$ cat config.mk
export PLATFORM = sky130hd
export DESIGN_NAME = param_1_to_8_demux_reg
export DESIGN_NICKNAME = d
export VERILOG_FILES = /design/src/rtl/param_1_to_8_demux_reg_pkg.sv /design/src/rtl/param_demux_slot.sv /design/src/rtl/param_1_to_8_demux_reg.sv
export SDC_FILE = /design/constraint.sdc
export NUM_CORES = 1
export LEC_CHECK = 0
export BUFFER_PORTS_ARGS = -buffer_cell sky130_fd_sc_hd__buf_4
export CAP_MARGIN = 0
export CORE_UTILIZATION = 40
export DETAILED_ROUTE_END_ITERATION = 6
export MAX_ROUTING_LAYER = met4
export PLACE_DENSITY_LB_ADDON = 0.12
export SYNTH_ARGS = -nofsm -noshare
export SYNTH_HDL_FRONTEND = slang
export SYNTH_SLANG_ARGS = --single-unit
$ cat constraint.sdc
create_clock -name clk -period 7.1 [get_ports clk]
set_input_delay 0.355 -clock clk [delete_from_list [all_inputs] [get_ports clk]]
set_output_delay 0.355 -clock clk [all_outputs]
set_load 0.03 [all_outputs]
$ cat src/rtl/param_1_to_8_demux_reg_pkg.sv
// param_1_to_8_demux_reg_pkg: shared constants, slot state type and select decode helper
package param_1_to_8_demux_reg_pkg;

    localparam int NUM_CH = 8;
    localparam int SEL_W  = 3;
    localparam int CNT_W  = 16;

    typedef enum logic {
        SLOT_EMPTY = 1'b0,
        SLOT_FULL  = 1'b1
    } slot_state_e;

    function automatic logic [NUM_CH-1:0] onehot_sel(input logic [SEL_W-1:0] sel);
        return NUM_CH'(1) << sel;
    endfunction

endpackage

$ cat src/rtl/param_demux_slot.sv
// param_demux_slot: one-entry holding register with load/drain and a valid flag
module param_demux_slot
    import param_1_to_8_demux_reg_pkg::*;
#(
    parameter int width = 8
) (
    input  logic             clk,
    input  logic             rst,
    input  logic             load_i,
    input  logic             drain_i,
    input  logic [width-1:0] data_i,
    output logic             valid_o,
    output logic [width-1:0] data_o
);

    slot_state_e      state_q, state_d;
    logic [width-1:0] data_q, data_d;

    // A load wins over a drain so a same-edge drain+load keeps the slot full with the new word
    always_comb begin
        state_d = load_i ? SLOT_FULL : (drain_i ? SLOT_EMPTY : state_q);
        data_d  = load_i ? data_i : data_q;
    end

    // Held word and state; async reset discards any held word
    always_ff @(posedge clk or posedge rst) begin
        if (rst) begin
            state_q <= SLOT_EMPTY;
            data_q  <= '0;
        end else begin
            state_q <= state_d;
            data_q  <= data_d;
        end
    end

    assign valid_o = (state_q == SLOT_FULL);
    assign data_o  = data_q;

endmodule

$ cat src/rtl/param_1_to_8_demux_reg.sv
// param_1_to_8_demux_reg: registered 1-to-8 demux with per-channel one-entry handshake slots
module param_1_to_8_demux_reg
    import param_1_to_8_demux_reg_pkg::*;
#(
    parameter int width = 8
) (
    input  logic                    clk,
    input  logic                    rst,
    input  logic [width-1:0]        in_data,
    input  logic [SEL_W-1:0]        in_sel,
    input  logic                    in_valid,
    output logic                    in_ready,
    output logic [NUM_CH*width-1:0] out_data,
    output logic [NUM_CH-1:0]       out_valid,
    input  logic [NUM_CH-1:0]       out_ready,
    output logic [CNT_W-1:0]        xfer_count
);

    logic              accept;
    logic [NUM_CH-1:0] load;
    logic [CNT_W-1:0]  cnt_q, cnt_d;

    // Ready depends only on the addressed slot, so a stalled consumer blocks only its own words
    always_comb begin
        in_ready = ~out_valid[in_sel] | out_ready[in_sel];
        accept   = in_valid & in_ready;
        load     = accept ? onehot_sel(in_sel) : '0;
        cnt_d    = cnt_q + {{(CNT_W-1){1'b0}}, accept};
    end

    // Accepted-word counter, wraps naturally at the top
    always_ff @(posedge clk or posedge rst) begin
        if (rst) cnt_q <= '0;
        else     cnt_q <= cnt_d;
    end

    assign xfer_count = cnt_q;

    for (genvar i = 0; i < NUM_CH; i++) begin : g_slot
        param_demux_slot #(.width(width)) u_slot (
            .clk     (clk),
            .rst     (rst),
            .load_i  (load[i]),
            .drain_i (out_ready[i]),
            .data_i  (in_data),
            .valid_o (out_valid[i]),
            .data_o  (out_data[i*width +: width])
        );
    end

endmodule

==> reports/qor.yml, run 1 <==
synth_cells: 254
timing.critical_path.mode_cell: "ha_1"
antennaDiodeCount: 0
worst_pin_slew_ns: 0.987
type_of_the_worst_min_delay_path: "input pin to asynchronous set/reset pin"
yosys_register_bits: 88
cellLeakagePower_nw: 2.27
fin_worst_skew_ns: 0.0132
worst_skew_pair.late_latency_ns: 0.35
final_common_cell: "buf_4"
finalWorstPathRequiredPeriod_ns: 2.90
power.ir.vdd_worst_mv: 0.207
first_global_vias: 2493
globalplace.congestion: 0.788
cts.reportedPaths.clkPinSlew_ns: 0.09
initial_core_util: 0.411
sequentialPowerShare: 0.423
netlist_area_before_placement_sq_mm: 0.00380
power-per-cell-area_mw_per_mm2: 336
max-slew-margin-rel: 0.341
areaGrowthSynthToFinish_pct: 27.9
finish.net_count: 386
achievable-frequency_ghz: 0.345
cp-start-kind: "input pin"
synth-edff-count: 0
cp_num_buf_inv: 1
crit_chain: "buf_4, mux2_2, a2bb2oi_2, o22a_1, and2_1, ha_1, ha_1, nand4_1, nor3_1, nand3_1, xnor2_1"
coreArea_sq_mm: 0.00924
cts_tree: "yes"
ioPinCount: 111
rows: 35
layout_common_cells: "111 x buf_4, 88 x dfrtp_1, 57 x mux2_2"
clock_network_fraction_of_total_power: 0.197
setup-violations-final: 0
max_incr_delay_on_cp_ns: 0.74
die_outline_area_sq_mm: 0.00990
ctsResizeCount: 0
post_route_cells_drive_above_1_share: 0.561
synth-async-reset-ratio: 1.00
drtIter0Drc: 76
finish.instance_area_sq_mm: 0.00486
post_dp_cell_area_sq_mm: 0.00468
global_route_wire_length_before_repair_um: 13800
power.internal_w: 0.00100
dr.pass1.iters: 4
clock_tree.htree_level_count: 3
die_height_um: 99.5
clock-root-buffer: "clkbuf_8"
post_cts.repair.setup_buffers: 0
final.setup.tns_ns: 0
synth_flop_cell: "dfrtp_1"
postSynthNetCount: 278
io_buffer_count: 110
drtAntennaViolNets: 0
netlist-cell-type-count: 26
grt_antenna_before_repair: 0
worst_ep_required_time_ns: 7.34
hpwlAfterDp_um: 5930
synth_warnings: 0
largest_net_degree_at_the_start_of_global_routing: 56
grt_util_all_layers: 0.193
wl_per_cell_um: 17.3
cts_inserted_buffers: 9
rsz_0062_raised_after_global_routing: "no"
route.final.wire_length_um: 8590
final_min_period_over_clock_period: 0.408
timing.critical_path.arrival_ns: 3.14
critPathTopFamily: "compound AO/OA/AOI/OAI gates"
power_switching_share: 0.387
net-switching-power_w: 0.000634
critPathMaxFanout: 9
max_cap_viol_count: 0
drcViolationCount: 0
grt.overflow.total: 0
buffer_levels_on_the_longest_clock_path: 2
timing.critical_path.to_type: "flip-flop"
finalHoldViolCount: 0
routed-via-count: 2396
synth.yosys.seq_area_share: 0.579
die-width_um: 99.5
worstSetupPathType: "input pin to flip-flop"
syn_area_per_cell_sq_um: 15.0
timing.critical_path.slowest_stage_cell: "a2bb2oi_2"
status: "finished clean"
comb_power_share: 0.380
cts.sinks: 88
drt-vias-per-instance: 4.83
maxSlewViolCount: 0
cts_hold_buf: 0
-- cell families after synthesis --
group	count (synthesis)	share of synthesized area
AOI/OAI and AO/OA	19	0.0727
xor gates and xnor gates	14	0.0323
adders and majority gates	2	0.00658
buffers and inverters	24	0.0415
DFF	88	0.579
muxes	70	0.222
and+or+nand+nor	37	0.0458
-- sequential cells by signal, indices dropped and copies added (netlist names) --
register	cells
xfer_count	16
g_slot.u_slot.valid_o	8
g_slot.u_slot.data_o	64
-- final cells by class --
cell class / count / area, sq um
sequential: 88 / 2200
timing repair buffer: 111 / 833
clock buffer: 9 / 124
inverter: 10 / 38.8
clock inverter: 7 / 55.1
fill: 804 / 4380
tap: 129 / 161
multi-input combinational: 142 / 1450
-- worst reg2reg max path: stages (launching register included) --
cell,delay [ns]
dfrtp_1,0.39
inv_1,0.07
mux4_2,0.55
o22a_1,0.21
and2_1,0.13
ha_1,0.20
ha_1,0.22
nand4_1,0.17
nor3_1,0.36
nand3_1,0.15
xnor2_1,0.14
-- power groups by stage --
| stage | sequential (W) | combinational (W) | clock [W] |
|---|---|---|---|
| after floorplan | 0.000922 | 0.000162 | 0 |
| final | 0.000691 | 0.000622 | 0.000322 |
| after detailed placement | 0.000700 | 0.000629 | 0 |
| after CTS | 0.000692 | 0.000630 | 0.000335 |
| after global placement | 0.000698 | 0.000624 | 0 |
| after global routing | 0.000708 | 0.000656 | 0.000356 |
-- per-layer routing --
layer / track usage / routed length (um) / vias to the layer above
met4: 0.0577 / 104 / 0
met1: 0.262 / 4040 / 1208
met3: 0.0450 / 401 / 9
met2: 0.291 / 4040 / 72
met5: - / 0 / -
li1: - / - / 1107
-- stage by stage --
stage	utilization	setup slack [ns]	hold WS [ns]	instances	power, W
3_5_place_dp	0.507	3.84	0.452	480	0.00133
4_1_cts	0.526	4.23	0.0627	496	0.00166
2_1_floorplan	-	4.28	0.451	254	0.00108
3_3_place_gp	0.507	3.93	0.446	480	0.00132
6_report	0.526	4.20	0.0421	496	0.00164
5_1_grt	0.526	4.00	0.0767	496	0.00172
-- Yosys cell counts (4+ instances only) --
library cell   n  area (sq um)
dfrtp_1       88          2200
mux2_2        57           642
buf_4         10          75.1
inv_1         10          37.5
nor2_1        10          37.5
mux2_4         9           135
xnor2_1        9          78.8
nand2_1        8          30.0
o21ai_0        8          40.0
o221ai_4       8           210
nand3_1        6          30.0
xor2_1         5          43.8
buf_6          4          45.0
nor3_1         4          20.0
-- worst paths after layout --
check | start | to | slack [ns] | cells after the start
min in group clk | out_ready[1] | g_slot[1].u_slot.valid_o | 0.18 | 2
max | in_sel[1] | xfer_count[12] | 4.20 | 11
min reg2reg | xfer_count[15] | xfer_count[15] | 0.48 | 1
min | rst | xfer_count[7] | 0.04 | 2
max in group asynchronous | rst | g_slot[1].u_slot.data_o[7] | 5.94 | 3
max reg2reg | g_slot[5].u_slot.valid_o | xfer_count[12] | 4.42 | 10
No activity file was read; power rests on OpenSTA's default activity.
==> run 2: changes to the inputs <==
- ABC_AREA: unset -> 1
- clock period: 7.1 -> 2.85 ns (I/O delays scaled with it)
==> run 2 against run 1 <==
Effect of this change:
- global-route usage is 0.68 points higher
- critical endpoint unchanged
- combinational power increased by 130%
- largest power group unchanged
- worst setup slack lost 3.7 ns
- total power increased by 140%
- largest cell class unchanged
- sequential power is 150% higher
- synthesized cell count grew 57%
- highest routed layer unchanged
==> reports/qor.yml, run 2 <==
status: "finished clean"
globalplace.congestion: 0.951
cellLeakagePower_nw: 2.66
coreArea_sq_mm: 0.00942
cts.reportedPaths.clkPinSlew_ns: 0.10
clock_tree.htree_level_count: 3
grt.overflow.total: 0
achievable-frequency_ghz: 0.426
synth-async-reset-ratio: 1.00
drcViolationCount: 0
most_frequent_cell_after_synthesis: "nand2_1"
post_route_cells_drive_above_1_share: 0.329
synth_cells: 400
post_dp_cell_area_sq_mm: 0.00480
fillers: 888
cp.depth: 16
maxSlewViolCount: 0
setup-violations-final: 0
die_height_um: 102
largest_register_ff_count: 64
utilization: 0.536
final.setup.tns_ns: 0
worstSetupPathType: "flip-flop to flip-flop"
max_cap_viol_count: 0
drtIter0Drc: 142
netlist_area_before_placement_sq_mm: 0.00397
yosys_register_bits: 88
final_min_period_over_clock_period: 0.824
finalWorstPathRequiredPeriod_ns: 2.35
whs_path_depth: 2
type_of_the_worst_min_delay_path: "input pin to flip-flop"
cp_num_buf_inv: 1
max-slew-margin-rel: 0.649
timing.critical_path.to_type: "flip-flop"
cp-start-kind: "flip-flop"
worst_skew_pair.late_latency_ns: 0.35
die_outline_area_sq_mm: 0.0103
route.final.wire_length_um: 9510
timing.critical_path.slowest_stage_cell: "dfrtp_1"
synth_warnings: 0
layout_common_cells: "119 x nand2_1, 111 x buf_4, 88 x dfrtp_1"
io_buffer_count: 110
netlist.top_cell.by_area: "dfrtp_1"
synth_area_leaders: "dfrtp_1 55%, nand2_1 11%, nand3_1 5.5%, o21ai_1 2.9%, inv_1 2.6%"
critPathMaxFanout: 5
post_cts.repair.setup_buffers: 0
largest_net_degree_at_the_start_of_global_routing: 89
power.ir.vdd_worst_mv: 0.377
synth.yosys.seq_area_share: 0.555
worst_r2r_path_depth: 16
finish.net_count: 536
post-place-ws_ns: 0.502
postSynthNetCount: 424
cts.sinks: 88
final_common_cell: "nand2_1"
worst_ep_required_time_ns: 3.13
rsz_0062_raised_after_global_routing: "no"
netlist-cell-type-count: 29
hpwlAfterDp_um: 6800
dr.pass1.iters: 5
syn_area_per_cell_sq_um: 9.93
finalHoldViolCount: 0
cts_hold_buf: 7
first_global_vias: 3028
timing.critical_path.arrival_ns: 2.63
hold_slack_ns: 0.0116
antennaDiodeCount: 0
drt-vias-per-instance: 4.85
grt_antenna_before_repair: 0
synth_flop_cell: "dfrtp_1"
grt_util_all_layers: 0.200
clock-root-buffer: "clkbuf_8"
global_route_wire_length_before_repair_um: 15200
routed-via-count: 3135
max_incr_delay_on_cp_ns: 0.39
buffer_levels_on_the_longest_clock_path: 2
netlist_top_cells_count: "119 x nand2_1, 88 x dfrtp_1, 44 x nand3_1, 27 x inv_1, 23 x o21ai_1"
finish.instance_area_sq_mm: 0.00505
areaGrowthSynthToFinish_pct: 27.2
cts_inserted_buffers: 9
crit_chain: "inv_1, nor2_2, nor2_4, nand2_4, nand2_8, nand2_4, nor2_8, ha_1, ha_1, nand3_1, nor2_1, nand2_1, nor2_1, nand3_1, nor2_1, xor2_1"
wl_per_cell_um: 14.7
drtAntennaViolNets: 0
worst_pin_slew_ns: 0.526
rows: 35
cts_tree: "yes"
synth-edff-count: 0
ctsResizeCount: 0
critPathTopFamily: "simple AND/OR/NAND/NOR gates"
layout_setup_ws_ns: 0.503
timing.critical_path.mode_cell: "nor2_1"
die-width_um: 102
fin_worst_skew_ns: 0.0134
netlist.area_leader.share: 0.555
ioPinCount: 111
initial_core_util: 0.422
power-per-cell-area_mw_per_mm2: 773
## run 2: worst paths after layout
check | slack (ns) | start | endpoint
worst min register to register | 0.48 | xfer_count[15] | xfer_count[15]
min in group asynchronous | 0.43 | rst | g_slot[6].u_slot.data_o[6]
worst min-delay path | 0.01 | out_ready[0] | g_slot[0].u_slot.valid_o
worst max register to register | 0.50 | g_slot[1].u_slot.valid_o | xfer_count[12]
worst max-delay path | 0.50 | g_slot[1].u_slot.valid_o | xfer_count[12]
max in group asynchronous | 2.05 | rst | g_slot[0].u_slot.valid_o
## run 2: through the flow
step	std cells	power (W)
2_1_floorplan	400	0.00258
3_3_place_gp	623	0.00313
3_5_place_dp	623	0.00314
4_1_cts	646	0.00395
5_1_grt	646	0.00411
6_report	646	0.00391
## run 2: metal layers
layer  up-vias  share of wire  wire, um  GRT usage
li1       1513              -         -          -
met1      1508           0.47      4500      0.274
met2       103           0.47      4440      0.307
met3        11          0.048       453     0.0269
met4         0          0.013       121     0.0658
met5         -              0         0          -
## run 2: where the power goes
| group | internal (W) | total (W) | switching (W) |
|---|---|---|---|
| Sequential | 0.00151 | 0.00170 | 0.000188 |
| Combinational | 0.000509 | 0.00142 | 0.000908 |
| Clock | 0.000328 | 0.000792 | 0.000464 |
| Total | 0.00235 | 0.00391 | 0.00156 |
## run 2: logic make-up after synthesis
| kind of cell | after synthesis | share of synthesized area |
|---|---|---|
| simple gates | 208 | 0.273 |
| xor+xnor | 13 | 0.0287 |
| buf+inv | 48 | 0.0772 |
| compound gates | 41 | 0.0602 |
| fa+ha+maj | 2 | 0.00630 |
| flops | 88 | 0.555 |
## run 2: final cells by class
| class | count | area [sq um] | share of cell area |
|---|---|---|---|
| clock inverter | 6 | 51.3 | 0.0102 |
| tap | 129 | 161 | 0.0320 |
| timing repair buffer | 119 | 923 | 0.183 |
| inverter | 30 | 124 | 0.0245 |
| multi-input combinational | 264 | 1460 | 0.289 |
| sequential | 88 | 2200 | 0.436 |
| clock buffer | 10 | 128 | 0.0253 |
==> run 3: changes to the inputs <==
- ABC_AREA: 1 -> 0
- clock period: 2.85 -> 2.1 ns (I/O delays scaled with it)
==> run 3 against run 2 <==
Effect of this change:
- the flow now finishes with violations (negative setup slack)
- cell area rose by 5.8%
- worst hold slack improved by 0.031 ns
- critical path depth fell by 6
- via count fell by 18%
- utilization rose by 4.2 points
- count of clock-buffer cells in the layout fell by 1
==> reports/qor.yml, run 3 (synthesis results as in run 1) <==
status: "finished with violations"
violations: "negative setup slack"
cts_tree: "yes"
layout_common_cells: "132 x buf_4, 88 x dfrtp_1, 57 x mux2_2"
largest_register_ff_count: 64
clock-root-buffer: "clkbuf_8"
die-width_um: 99.5
grt_antenna_before_repair: 0
timing.critical_path.mode_cell: "ha_4"
buffer_levels_on_the_longest_clock_path: 2
post-layout-total-power_w: 0.00580
grt.overflow.total: 0
route.final.wire_length_um: 8630
global_route_wire_length_before_repair_um: 13800
maxSlewViolCount: 0
timing.critical_path.arrival_ns: 2.40
power-per-cell-area_mw_per_mm2: 1080
finish.instance_area_sq_mm: 0.00534
routed-via-count: 2560
sequentialPowerShare: 0.406
clock_network_fraction_of_total_power: 0.215
setup-violations-final: 4
utilization: 0.578
finalWorstPathRequiredPeriod_ns: 2.12
worst_ep_required_time_ns: 2.38
final_min_period_over_clock_period: 1.01
drt-vias-per-instance: 4.78
coreArea_sq_mm: 0.00924
areaGrowthSynthToFinish_pct: 40.6
clock_tree.htree_level_count: 3
timing.critical_path.slowest_stage_cell: "mux4_2"
hpwlAfterDp_um: 6120
worst_skew_pair.late_latency_ns: 0.35
rows: 35
power.internal_w: 0.00360
first_global_vias: 2606
cp-start-kind: "flip-flop"
crit_chain: "inv_1, mux4_2, o22a_4, and2_4, ha_4, ha_4, nand4_1, nor3_2, nand3_1, xnor2_1"
max_incr_delay_on_cp_ns: 0.51
cellLeakagePower_nw: 2.50
comb_power_share: 0.379
ioPinCount: 111
post_dp_cell_area_sq_mm: 0.00497
worstSetupPathType: "flip-flop to flip-flop"
post_route_cells_drive_above_1_share: 0.597
final_common_cell: "buf_4"
die_height_um: 99.5
achievable-frequency_ghz: 0.471
net-switching-power_w: 0.00220
cts_inserted_buffers: 9
drtIter0Drc: 82
cts.sinks: 88
post-place-ws_ns: -0.0532
globalplace.congestion: 0.785
cts.reportedPaths.clkPinSlew_ns: 0.10
antennaDiodeCount: 0
drcViolationCount: 0
timing.reg2reg.setup_slack_ns: -0.02
power.ir.vdd_worst_mv: 0.569
type_of_the_worst_min_delay_path: "input pin to flip-flop"
cp_num_buf_inv: 1
hold_slack_ns: 0.0426
rsz_0062_raised_after_global_routing: "yes"
worst_pin_slew_ns: 0.579
finish.net_count: 426
drtAntennaViolNets: 0
fin_worst_skew_ns: 0.00860
timing.critical_path.to_type: "flip-flop"
finalHoldViolCount: 0
setup.worst_path.start: "g_slot[7].u_slot.valid_o"
initial_core_util: 0.411
die_outline_area_sq_mm: 0.00990
io_buffer_count: 110
dr.pass1.iters: 4
wl_per_cell_um: 16.1
layout_setup_ws_ns: -0.0224
power_switching_share: 0.379
timing.hold.worst.start: "in_data[5]"
critPathMaxFanout: 3
max_cap_viol_count: 0
max-slew-margin-rel: 0.614
critPathTopFamily: "multiplexers"
grt_util_all_layers: 0.193
largest_net_degree_at_the_start_of_global_routing: 47
r2r-start: "g_slot[7].u_slot.valid_o"
-- run 3: changes by cell type in the layout (fill, tap and decap cells not counted), sizes merged, moves of 4 or more --
cell	previous run	this run
mux2	0	67
o221ai	0	8
inv	31	13
nor2	24	10
xnor2	5	9
nand3	45	6
nand4	10	2
o21ai	39	8
buf	112	142
nand2	127	8
-- run 3: routing by layer --
metal	global-route usage	vias to the layer above	wire, um
li1	-	1194	-
met1	0.258	1295	4030
met2	0.292	67	4160
met3	0.0485	4	389
met4	0.0543	0	59
met5	-	-	0
-- run 3: layout make-up --
class	instances	area [sq um]
Clock buffer	9	124
Tap cell	129	161
Fill cell	799	3900
Sequential cell	88	2200
Clock inverter	7	82.6
Timing Repair Buffer	151	1240
Multi-Input combinational cell	142	1490
Inverter	10	41.3
-- run 3: stage by stage --
stage | setup TNS, ns | std cells
after floorplan | -1.16 | 254
after global placement | 0 | 504
after detailed placement | -0.141 | 504
after CTS | -0.0448 | 530
after global routing | -1.15 | 536
final | -0.0651 | 536
-- run 3: what timing repair did --
item,4_1_cts,5_1_grt
hold endpoints to repair,96,0
gates resized for setup,0,7
hold buffers,9,0
endpoints found under the setup margin,6,9
setup buffers,1,6
pin swaps,4,2
-- run 3: worst paths after layout --
kind                       cells past startpoint                    endpoint
max reg2reg                                   10              xfer_count[12]
min in group asynchronous                      4  g_slot[6].u_slot.data_o[2]
max                                           10              xfer_count[12]
max in group asynchronous                      4    g_slot[6].u_slot.valid_o
min reg2reg                                    1              xfer_count[15]
min                                            2  g_slot[5].u_slot.data_o[5]
-- run 3: power groups by stage --
stage / sequential [W] / combinational [W] / clock, W
finish: 0.00235 / 0.00220 / 0.00124
global route: 0.00241 / 0.00232 / 0.00134
CTS: 0.00236 / 0.00220 / 0.00127
detailed placement: 0.00239 / 0.00218 / 0
global placement: 0.00237 / 0.00216 / 0
floorplan: 0.00313 / 0.000579 / 0
